===== src/rtl/platform_scroll_ctrl.sv =====
// rtl/platform_scroll_ctrl.sv - per-frame platform scroll/respawn controller owning the position table
// Optional: define PLAT_SCORE_EN to accumulate a saturating height score from applied scroll.
module platform_scroll_ctrl #(
  parameter int          NUM_PLAT    = 16,
  parameter int          SCREEN_W    = 640,
  parameter int          SCREEN_H    = 480,
  parameter int          PLAT_HALF   = 4,
  parameter int          SCROLL_LINE = 160,
  parameter int          MAX_STEP    = 8,
  parameter logic [15:0] LFSR_SEED   = 16'hACE1
) (
  input  logic                    Clk,
  input  logic                    Reset_n,
  input  logic                    frame_tick,
  input  logic [9:0]              BallY,
  output logic [10*NUM_PLAT-1:0]  plat_x_flat,
  output logic [10*NUM_PLAT-1:0]  plat_y_flat,
  output logic [9:0]              scroll_amt_o,
  output logic                    busy,
  output logic                    update_done,
  output logic [15:0]             score
);

  localparam int          IDX_W       = (NUM_PLAT > 1) ? $clog2(NUM_PLAT) : 1;
  localparam logic [10:0] RESPAWN_LIM = 11'(SCREEN_H - 1 + PLAT_HALF);
  localparam logic [9:0]  X_RANGE     = 10'(SCREEN_W - 64);
  localparam logic [9:0]  LAST_IDX    = 10'(NUM_PLAT - 1);

  typedef enum logic [1:0] {IDLE, CALC, UPDATE, DONE} state_t;

  state_t           state_q, state_d;
  logic [9:0]       bally_q, bally_d;
  logic [9:0]       amt_q, amt_d;
  logic [9:0]       scroll_amt_q, scroll_amt_d;
  logic [IDX_W-1:0] idx_q, idx_d;
  logic [15:0]      lfsr_q, lfsr_d;
  logic [9:0]       x_q [NUM_PLAT];
  logic [9:0]       x_d [NUM_PLAT];
  logic [9:0]       y_q [NUM_PLAT];
  logic [9:0]       y_d [NUM_PLAT];

  logic [10:0]      new_y;
  logic [15:0]      lfsr_nxt;
  logic [9:0]       rand_x;
  logic [9:0]       climb;

  function automatic logic [9:0] init_x(input int i);
    return 10'(32 + ((i * 149) % (SCREEN_W - 64)));
  endfunction

  function automatic logic [9:0] init_y(input int i);
    return 10'(SCREEN_H - 16 - 30 * i);
  endfunction

  always_comb begin
    state_d      = state_q;
    bally_d      = bally_q;
    amt_d        = amt_q;
    scroll_amt_d = scroll_amt_q;
    idx_d        = idx_q;
    lfsr_d       = lfsr_q;
    x_d          = x_q;
    y_d          = y_q;

    new_y    = {1'b0, y_q[idx_q]} + {1'b0, amt_q};
    lfsr_nxt = {1'b0, lfsr_q[15:1]} ^ (lfsr_q[0] ? 16'hB400 : 16'h0000);
    // Fold the 10-bit LFSR slice into the usable X span with one conditional subtract.
    rand_x   = (lfsr_nxt[9:0] >= X_RANGE) ? (lfsr_nxt[9:0] - X_RANGE) : lfsr_nxt[9:0];
    climb    = 10'(SCROLL_LINE) - bally_q;

    case (state_q)
      IDLE: begin
        if (frame_tick) begin
          bally_d = BallY;
          state_d = CALC;
        end
      end
      CALC: begin
        if (bally_q < 10'(SCROLL_LINE)) begin
          amt_d   = (climb > 10'(MAX_STEP)) ? 10'(MAX_STEP) : climb;
          idx_d   = '0;
          state_d = UPDATE;
        end else begin
          amt_d        = '0;
          scroll_amt_d = '0;
          state_d      = DONE;
        end
      end
      UPDATE: begin
        if (new_y > RESPAWN_LIM) begin
          lfsr_d       = lfsr_nxt;
          y_d[idx_q]   = 10'(PLAT_HALF);
          x_d[idx_q]   = 10'd32 + rand_x;
        end else begin
          y_d[idx_q]   = new_y[9:0];
        end
        if (10'(idx_q) == LAST_IDX) begin
          scroll_amt_d = amt_q;
          state_d      = DONE;
        end else begin
          idx_d        = idx_q + 1'b1;
        end
      end
      DONE: begin
        state_d = IDLE;
      end
      default: state_d = IDLE;
    endcase
  end

  always_ff @(posedge Clk or negedge Reset_n) begin
    if (!Reset_n) begin
      state_q      <= IDLE;
      bally_q      <= '0;
      amt_q        <= '0;
      scroll_amt_q <= '0;
      idx_q        <= '0;
      lfsr_q       <= LFSR_SEED;
      for (int i = 0; i < NUM_PLAT; i++) begin
        x_q[i] <= init_x(i);
        y_q[i] <= init_y(i);
      end
    end else begin
      state_q      <= state_d;
      bally_q      <= bally_d;
      amt_q        <= amt_d;
      scroll_amt_q <= scroll_amt_d;
      idx_q        <= idx_d;
      lfsr_q       <= lfsr_d;
      x_q          <= x_d;
      y_q          <= y_d;
    end
  end

  for (genvar g = 0; g < NUM_PLAT; g++) begin : g_flat
    assign plat_x_flat[10*g +: 10] = x_q[g];
    assign plat_y_flat[10*g +: 10] = y_q[g];
  end

  assign scroll_amt_o = scroll_amt_q;
  assign busy         = (state_q != IDLE);
  assign update_done  = (state_q == DONE);

`ifdef PLAT_SCORE_EN
  logic [15:0] score_q, score_d;
  logic [16:0] score_sum;

  always_comb begin
    score_sum = {1'b0, score_q} + {7'b0, scroll_amt_q};
    score_d   = score_q;
    if (state_q == DONE) begin
      score_d = score_sum[16] ? 16'hFFFF : score_sum[15:0];
    end
  end

  always_ff @(posedge Clk or negedge Reset_n) begin
    if (!Reset_n) begin
      score_q <= '0;
    end else begin
      score_q <= score_d;
    end
  end

  assign score = score_q;
`else
  assign score = 16'h0000;
`endif

endmodule


===== config.mk =====
export PLATFORM = sky130hd
export DESIGN_NAME = platform_scroll_ctrl
export DESIGN_NICKNAME = d
export VERILOG_FILES = /design/src/rtl/platform_scroll_ctrl.sv
export SDC_FILE = /design/constraint.sdc
export NUM_CORES = 1
export LEC_CHECK = 0
export ABC_AREA = 1
export CAP_MARGIN = 20
export CORE_ASPECT_RATIO = 1.1
export CORE_MARGIN = 5
export CORE_UTILIZATION = 30
export DETAILED_ROUTE_END_ITERATION = 8
export PLACE_DENSITY = 0.54
export SYNTH_ARGS = -nofsm -noshare
export SYNTH_HDL_FRONTEND = slang
export SYNTH_SLANG_ARGS = --single-unit

===== constraint.sdc =====
create_clock -name Clk -period 4.4 [get_ports Clk]
set_input_delay 1.1 -clock Clk [delete_from_list [all_inputs] [get_ports Clk]]
set_output_delay 1.1 -clock Clk [all_outputs]
set_load 0.02 [all_outputs]

==> impl_metrics.json, run 1 <==
{
  "ir_drop_mv": 0.285,
  "ys_ff_latch": 372,
  "post_cts_resized": 0,
  "status": "finished clean",
  "start_kind": "register",
  "grt.overflow.total": 0,
  "yosys_warnings": 0,
  "max_stage_delay_ps": 440,
  "cts_hold_buf": 0,
  "synth_top_family_by_area": "simple AND/OR/NAND/NOR gates",
  "finalWirelength_um": 81300,
  "final_common_cell": "nand2_1",
  "synth-edff-count": 0,
  "die_width_um": 261,
  "route.met2.wl_um": 37700,
  "cp_common_cell": "nand2_1",
  "crit_arrival_ps": 4560,
  "dp_hpwl_um": 57500,
  "max_slew.worst_pin.slew_ps": 1010,
  "wl_met3_um": 5800,
  "cts_buffer_depth": 3,
  "p_clk_share_pct": 29.9,
  "layout_worst_path_cycle_share_pct": 92.0,
  "drtIter0Drc": 1828,
  "slew_viol_final": 0,
  "drc_errors": 0,
  "min_from": "lfsr_q[15]$_DFFE_PN1P_",
  "min_to": "lfsr_q[15]$_DFFE_PN1P_",
  "required_ps": 4910,
  "final_cells": 4267,
  "power.switching_mw": 5.47,
  "r2r_start": "idx_q[0]$_DFFE_PN0P_",
  "io_buffers": 344,
  "syn_to_final_growth_pct": 29.1,
  "finalHoldViolations": 0,
  "cts.sinks": 372,
  "core_um2": 68900,
  "final_antenna_net_count": 0,
  "cp-end-kind": "register",
  "hold_class": "reg -> reg",
  "ys_seq_area_share_pct": 45.6,
  "via_count": 20400,
  "clkLatencyLatePin_ps": 590,
  "final_cell_mix": "nand2_1, clkdlybuf4s50_1, nor2_1, inv_1, dfrtp_1",
  "path_max_fanout": 88,
  "synth_cell_types": 39,
  "p_per_area_nw_per_um2": 480,
  "n_antenna_cell": 0,
  "crit_chain": "inv_4 -> buf_4 -> a21oi_1 -> o21ai_0 -> a21oi_1 -> a2111o_1 -> ha_1 -> nand2_1 -> nand2_1 -> nand2_1 -> nand2_1 -> nand2_1 -> nand3_1 -> nand2_1 -> nand2_1 -> nor2_4 -> buf_12 -> nand3_1 -> nand2_1 -> nand2_1 -> nand2_1",
  "synth-adder-area-share_pct": 1.54,
  "cp_slowest_cell": "dfrtp_2",
  "setup_viol": 0,
  "critPathBufInv": 3,
  "finClkSkew_ps": 22.9,
  "drive_above_1_share_pct": 10.1,
  "drt-pass1-iter-count": 5,
  "maxSlewHeadroom_pct": 32.1,
  "max_cap_violations": 0,
  "path_class": "reg -> reg",
  "die_h_um": 286,
  "antenna_found_initial": 0,
  "p_leak_nw": 13.4,
  "async_reset_ff_share_pct": 100,
  "gp_congestion": 0.916,
  "synthSimpleGateAreaFrac_pct": 36.5,
  "via_per_inst": 4.78,
  "io-pin-count": 361,
  "max_clock_freq_mhz": 247,
  "yosys.area_share.xor_xnor_pct": 0.463,
  "synth_area_um2": 20800,
  "setup-tns-final_ps": 0,
  "synth.area.mux_share_pct": 0,
  "cts_max_level": 2,
  "routedWlPerCell_um": 19.0,
  "grt_usage_pct": 21.1,
  "cp.depth": 21,
  "r2r_cells": 21,
  "num_rows": 101,
  "drt-met1-wl_um": 35500,
  "tritoncts": "built",
  "swShare_pct": 42.4,
  "placedCellCount": 4187,
  "cp_top_family": "simple AND/OR/NAND/NOR gates",
  "syn_avg_cell_area_um2": 6.94,
  "min_period_ps": 4050,
  "rrSetupSlack_ps": 350,
  "pwr-share-seq_pct": 30.7,
  "crit-reg2reg-capture": "plat_y_flat[158]$_DFFE_PN0P_",
  "p_int_mw": 7.42,
  "cts_root_buf": "clkbuf_16",
  "combPwrFrac_pct": 39.4,
  "rsz0062_at_grt": "false",
  "clk_pin_slew_ps": 60,
  "worstHoldPathCells": 2,
  "grt_pass1_wl_um": 123000,
  "synth_compound_area_share_pct": 7.27,
  "ys.flop_type": "dfrtp_1",
  "highest_layer": "met4",
  "grt_pass1_vias": 19100,
  "fin_nets": 3344,
  "cts_buffers": 44,
  "grt_start_max_net_pins": 93,
  "syn_inst": 3001,
  "dieArea_um2": 74800,
  "postCtsSetupBuffers": 0,
  "initial_core_util_pct": 30.2
}
==> routing by layer <==
metal	vias to the layer above	GRT usage [%]
li1	9988	-
met1	9593	28.4
met2	670	34.4
met3	126	4.37
met4	0	5.81
met5	-	0
==> area by class of cell <==
class                   instances  area, um2
fillers                      7236      42000
multi-input cells            2219       9600
flip-flops and latches        372       9490
repair buffers                415       4180
clock buffers                  66       1230
well taps                     927       1160
inverters                     254        956
clock inverters                14        256
==> per-stage QoR <==
step                util, %  hold slack (ps)  total power, mW  setup slack [ps]  cell area (um2)
floorplan                 -              444             6.94               677            20900
global placement       36.9              452             9.06               251            25400
detailed placement     36.9              456             9.06               247            25400
CTS                    39.0              464             13.0               215            26900
global route           39.0              472             13.6              35.2            26900
finish                 39.0              462             12.9               350            26900
==> synth_stat cells, types with 2 or more instances <==
master / number / area [um2]
ha_1: 24 / 300
dfrtp_1: 228 / 5710
nand4_1: 47 / 294
clkbuf_1: 112 / 420
buf_1: 7 / 26.3
inv_2: 17 / 63.8
nand3_2: 3 / 30.0
a21oi_1: 50 / 250
o22ai_1: 27 / 169
nand2_4: 3 / 33.8
nor3_1: 2 / 10.0
xor2_1: 7 / 61.3
nand2_2: 14 / 87.6
o21ai_0: 147 / 736
dfstp_2: 144 / 3780
buf_4: 22 / 165
nand3_1: 224 / 1120
clkinv_1: 6 / 22.5
nand3b_1: 5 / 37.5
buf_6: 13 / 146
buf_2: 17 / 85.1
nor3b_1: 2 / 15.0
nand2_1: 1277 / 4790
nor2_4: 2 / 22.5
inv_1: 231 / 867
xnor2_1: 4 / 35.0
or2_2: 8 / 50.1
nor2_1: 278 / 1040
o21ai_1: 63 / 315
nor4_1: 2 / 12.5
nor2_2: 7 / 43.8
==> power groups by stage <==
stage	Clock (mW)	Combinational (mW)	Sequential, mW
floorplan	0	2.82	4.12
global placement	0	5.04	4.02
detailed placement	0	5.05	4.01
CTS	3.96	5.06	3.96
global route	4.09	5.50	4.00
finish	3.85	5.08	3.96
==> logic make-up after synthesis <==
group | after synthesis
xor+xnor | 11
other cells | 1
fa+ha+maj | 25
buf+inv | 425
simple gates | 1875
compound gates | 292
flops | 372
==> state kept, by name (all words and copies together), names as in the netlist <==
| signal | cells |
|---|---|
| plat_x_flat | 160 |
| plat_y_flat | 160 |
| lfsr_q | 16 |
| amt_q | 10 |
| bally_q | 10 |
| scroll_amt_o | 10 |
| idx_q | 4 |
| state_q | 2 |
==> worst register-to-register path, stage by stage, from the launching register on <==
cell	delay, ps
dfrtp_2	440
inv_4	270
buf_4	260
a21oi_1	80
o21ai_0	120
a21oi_1	130
a2111o_1	370
ha_1	410
nand2_1	100
nand2_1	70
nand2_1	60
nand2_1	60
nand2_1	90
nand3_1	80
nand2_1	70
nand2_1	70
nor2_4	230
buf_12	380
nand3_1	220
nand2_1	320
nand2_1	90
nand2_1	80
==> worst max-delay path by stage <==
stage / from / slack [ps] / end
3_3_place_gp: idx_q[0]$_DFFE_PN0P_ / 250 / plat_x_flat[102]$_DFFE_PN0P_
2_1_floorplan: idx_q[0]$_DFFE_PN0P_ / 680 / plat_y_flat[26]$_DFFE_PN0P_
3_5_place_dp: idx_q[0]$_DFFE_PN0P_ / 250 / plat_x_flat[102]$_DFFE_PN0P_
4_1_cts: idx_q[0]$_DFFE_PN0P_ / 220 / plat_x_flat[102]$_DFFE_PN0P_
6_report: idx_q[0]$_DFFE_PN0P_ / 350 / plat_y_flat[158]$_DFFE_PN0P_
5_1_grt: idx_q[0]$_DFFE_PN0P_ / 40 / plat_y_flat[108]$_DFFE_PN0P_
No activity file was read; power rests on OpenSTA's default activity.
==> run 2, diff against run 1 <==
- CTS_CLUSTER_DIAMETER: unset -> 50
==> run 2 against run 1 <==
  * Flip-flop and latch count is the same
  * Via count rose by 0.51%
  * Setup slack lost 30 ps
  * Die area unchanged
  * Critical endpoint is now plat_y_flat[152]$_DFFE_PN1P_
  * Largest cell class unchanged
  * Largest power group unchanged
==> impl_metrics.json, run 2 (synthesis results as in run 1) <==
{
  "die_width_um": 261,
  "hold_class": "reg -> reg",
  "syn_to_final_growth_pct": 30.5,
  "final_antenna_net_count": 0,
  "grt.overflow.total": 0,
  "max_cap_violations": 0,
  "fillers": 7224,
  "gp_congestion": 0.916,
  "dp_hpwl_um": 57500,
  "num_rows": 101,
  "die_h_um": 286,
  "final_cells": 4285,
  "io-pin-count": 361,
  "path_max_fanout": 88,
  "final_cell_mix": "nand2_1, clkdlybuf4s50_1, nor2_1, inv_1, dfrtp_1",
  "postCtsSetupBuffers": 0,
  "p_per_area_nw_per_um2": 494,
  "required_ps": 4930,
  "cts_buffers": 51,
  "finalWirelength_um": 81500,
  "start_kind": "register",
  "cts_max_level": 2,
  "grt_pass1_vias": 19200,
  "setup_viol": 0,
  "drc_errors": 0,
  "routedWlPerCell_um": 19.0,
  "ir_drop_mv": 0.286,
  "status": "finished clean",
  "finalInstanceArea_um2": 27200,
  "max_slew.worst_pin.slew_ps": 970,
  "path_class": "reg -> reg",
  "cp-end-kind": "register",
  "placedCellCount": 4187,
  "grt_start_max_net_pins": 93,
  "io_buffers": 344,
  "cts_buffer_depth": 3,
  "final_util_pct": 39.5,
  "antenna_found_initial": 0,
  "dieArea_um2": 74800,
  "rsz0062_at_grt": "false",
  "placed_area_um2": 25400,
  "finalHoldViolations": 0,
  "grt_usage_pct": 21.1,
  "core_um2": 68900,
  "min_period_ps": 4080,
  "setup-tns-final_ps": 0,
  "clkLatencyLatePin_ps": 600,
  "layout_worst_path_cycle_share_pct": 92.7,
  "maxSlewHeadroom_pct": 34.6,
  "drt-pass1-iter-count": 6,
  "p_leak_nw": 13.5,
  "fin_nets": 3351,
  "initial_core_util_pct": 30.2,
  "drive_above_1_share_pct": 10.8,
  "max_clock_freq_mhz": 245,
  "final_common_cell": "nand2_1",
  "cts.sinks": 372,
  "drtIter0Drc": 1878,
  "grt_pass1_wl_um": 123000,
  "crit_arrival_ps": 4610,
  "via_count": 20500,
  "cts_root_buf": "clkbuf_16",
  "via_per_inst": 4.78,
  "finClkSkew_ps": 24.8,
  "tritoncts": "built",
  "slew_viol_final": 0,
  "clk_pin_slew_ps": 60
}
## run 2: timing repair
action | 4_1_cts | 5_1_grt
endpoints found under the setup margin | 0 | 147
hold buffers | 0 | 0
gates resized for setup | 0 | 2
## run 2: path summary, 6_finish.rpt
kind | slack [ps] | cells after the start | end | from
max in group asynchronous | 2880 | 2 | plat_x_flat[77]$_DFFE_PN1P_ | Reset_n
setup / recovery | 320 | 21 | plat_y_flat[152]$_DFFE_PN1P_ | idx_q[0]$_DFFE_PN0P_
hold / removal | 460 | 2 | lfsr_q[15]$_DFFE_PN1P_ | lfsr_q[15]$_DFFE_PN1P_
min in group asynchronous | 560 | 1 | plat_y_flat[135]$_DFFE_PN0P_ | Reset_n
hold reg to reg | 460 | 2 | lfsr_q[15]$_DFFE_PN1P_ | lfsr_q[15]$_DFFE_PN1P_
setup reg to reg | 320 | 21 | plat_y_flat[152]$_DFFE_PN1P_ | idx_q[0]$_DFFE_PN0P_
## run 2: cell type report
type	count	area [um2]	area share (%)
antenna	2	5.00	0.0184
clock buffer	64	1390	5.10
clock inverter	32	392	1.44
inverter	254	956	3.52
multi-input combinational	2219	9600	35.3
sequential	372	9490	34.9
tap	927	1160	4.27
timing repair buffer	415	4180	15.4
## run 2: worst max-delay path, cell delays in order (launching register included)
cell      delay, ps
dfrtp_2         440
inv_4           280
buf_4           250
a21oi_1          80
o21ai_0         120
a21oi_1         130
a2111o_1        370
ha_1            410
nand2_1         100
nand2_1          70
nand2_1          60
nand2_1          50
nand2_1          90
nand3_1          80
nand2_1          70
nand2_1          70
nor2_4          230
buf_12          370
nand3_1         120
nand2_1         330
nand2_1          90
nand2_1          80
## run 2: per-layer routing
metal | share of wire (%) | vias up | track usage [%]
met5 | 0 | - | 0
met4 | 2.8 | 0 | 5.99
met3 | 6.8 | 121 | 4.19
met2 | 47 | 691 | 34.5
met1 | 44 | 9645 | 28.5
li1 | - | 10000 | -
## run 2: through the flow
stage	hold WS, ps	setup WS, ps	power (mW)
floorplan	444	677	6.94
global placement	452	251	9.06
detailed placement	456	247	9.06
CTS	465	211	13.5
global route	472	32.4	14.1
finish	460	320	13.4
## run 2: report_power, final
group	total (mW)	leakage (nW)	switching [mW]	internal, mW
combinational	5.10	8.06	3.68	1.41
sequential	3.96	4.62	0.256	3.71
clock	4.35	0.859	1.73	2.62
==> run 3, diff against run 2 <==
- CORE_UTILIZATION: 30 -> 45
- PLACE_DENSITY: 0.54 -> 0.74
==> run 3 against run 2 <==
  * Global-route usage up 7.6 points
  * Critical endpoint is now plat_y_flat[121]$_DFFE_PN0P_
  * Clock-buffer cell count fell by 2
  * Critical path depth decreased by 2
==> impl_metrics.json, run 3 (synthesis results as in run 1) <==
{
  "initial_core_util_pct": 45.6,
  "drc_errors": 0,
  "max_stage_delay_ps": 460,
  "placedCellCount": 3819,
  "syn_to_final_growth_pct": 26.3,
  "final_cell_mix": "nand2_1, clkdlybuf4s50_1, nor2_1, inv_1, dfrtp_1",
  "slew_viol_final": 0,
  "p_per_area_nw_per_um2": 482,
  "finalHoldViolations": 0,
  "gp_congestion": 0.963,
  "via_count": 21200,
  "crit_chain": "inv_2 -> buf_12 -> o21ai_0 -> o22ai_1 -> nand2_1 -> nand4_1 -> ha_1 -> nand2_1 -> inv_1 -> nand2_1 -> nand3_1 -> nand4_1 -> nand2_1 -> nor2_4 -> buf_12 -> nand3_1 -> nand2_1 -> nand2_1 -> nand2_1",
  "cts_buffer_depth": 3,
  "cts.sinks": 372,
  "dieArea_um2": 50700,
  "grt.overflow.total": 0,
  "grt_start_max_net_pins": 145,
  "drive_above_1_share_pct": 10.3,
  "cp_top_family": "simple AND/OR/NAND/NOR gates",
  "status": "finished clean",
  "fin_nets": 3318,
  "finClkSkew_ps": 23.2,
  "p_leak_nw": 13.3,
  "min_period_ps": 4170,
  "required_ps": 4930,
  "die_width_um": 215,
  "tritoncts": "built",
  "cp_slowest_cell": "buf_12",
  "grt_pass1_vias": 20400,
  "antenna_found_initial": 0,
  "n_antenna_cell": 0,
  "max_cap_violations": 0,
  "num_rows": 82,
  "clkLatencyLatePin_ps": 590,
  "max_slew.worst_pin.slew_ps": 966,
  "ir_drop_mv": 0.341,
  "via_per_inst": 5.44,
  "dp_hpwl_um": 52000,
  "final_common_cell": "nand2_1",
  "routedWlPerCell_um": 19.3,
  "pre_cts_slack_ps": 300,
  "cp-end-kind": "register",
  "io-pin-count": 361,
  "grt_usage_pct": 28.7,
  "setup_ws_ps": 227,
  "cts_root_buf": "clkbuf_16",
  "cts_max_level": 2,
  "drtIter0Drc": 2164,
  "cts_buffers": 47,
  "core_um2": 45700,
  "finalWirelength_um": 75500,
  "layout_worst_path_cycle_share_pct": 94.8,
  "rsz0062_at_grt": "true",
  "path_max_fanout": 144,
  "drt-pass1-iter-count": 6,
  "maxSlewHeadroom_pct": 34.9,
  "final_antenna_net_count": 0,
  "io_buffers": 344,
  "cp_common_cell": "nand2_1",
  "final_cells": 3905,
  "cts_hold_buf": 0,
  "clk_pin_slew_ps": 60,
  "die_h_um": 236,
  "start_kind": "register",
  "path_class": "reg -> reg",
  "critPathBufInv": 4,
  "crit_arrival_ps": 4700,
  "setup_viol": 0,
  "max_clock_freq_mhz": 240,
  "hold_class": "reg -> reg",
  "grt_pass1_wl_um": 118000
}
==> run 3: cell count changes in the layout (fill, tap and decap cells not counted), moves of 2 or more <==
cell / delta
buf_12: -6
buf_4: -24
bufinv_16: -4
clkbuf_16: -3
clkinv_4: -5
clkinvlp_4: +3
diode_2: -2
nand2_1: -17
nand2_2: +17
==> run 3: through the flow <==
stage | hold slack (ps) | cell area [um2] | TNS, ps | power [mW] | utilization, %
after floorplan | 444 | 20900 | 0 | 6.94 | -
after global placement | 452 | 24700 | 0 | 8.65 | 54.1
after detailed placement | 455 | 24700 | 0 | 8.72 | 54.1
after CTS | 466 | 26200 | 0 | 12.6 | 57.5
after global routing | 472 | 26300 | -19.2 | 13.2 | 57.6
final | 464 | 26300 | 0 | 12.7 | 57.6
==> run 3: worst min-delay path, delay by kind of cell (launching register included) <==
kind	cells	cell delay, ps
flops	1	370
simple gates	2	90
==> run 3: cell type report <==
cell class              count  area (um2)
clock buffers              62        1310
clock inverters            24         236
fillers                  4209       19400
inverters                 254         953
multi-input cells        2219        9650
flip-flops and latches    372        9490
well taps                 588         736
repair buffers            386        3910
==> run 3: per-layer routing <==
layer  vias up  part of all wire [%]  track usage, %  routed length, um
met1     10000                    40            37.8              30100
met3       196                   9.3            6.42               7020
met2      1083                    46            46.3              34900
li1       9936                     -               -                  -
met4         0                   4.6            11.8               3480
met5         -                     0               0                  0
==> run 3: power by group <==
| group | internal [mW] | total, mW | switching, mW |
|---|---|---|---|
| logic | 1.29 | 4.86 | 3.57 |
| clock network | 2.25 | 3.86 | 1.61 |
| registers | 3.71 | 3.96 | 0.251 |
==> run 3: path summary, 6_finish.rpt <==
| kind | depth (start not counted) | to | start | slack, ps |
|---|---|---|---|---|
| max | 19 | plat_y_flat[121]$_DFFE_PN0P_ | idx_q[0]$_DFFE_PN0P_ | 230 |
| min | 2 | plat_x_flat[123]$_DFFE_PN1P_ | plat_x_flat[123]$_DFFE_PN1P_ | 460 |
| max reg2reg | 19 | plat_y_flat[121]$_DFFE_PN0P_ | idx_q[0]$_DFFE_PN0P_ | 230 |
| min reg2reg | 2 | plat_x_flat[123]$_DFFE_PN1P_ | plat_x_flat[123]$_DFFE_PN1P_ | 460 |
| max in group asynchronous | 2 | plat_x_flat[50]$_DFFE_PN1P_ | Reset_n | 2690 |
| min in group asynchronous | 1 | plat_y_flat[135]$_DFFE_PN0P_ | Reset_n | 600 |
==> run 3: repair_timing <==
item                       CTS  global route
gates resized for setup      0            19
setup endpoints to repair    0           153
setup buffers                0             0
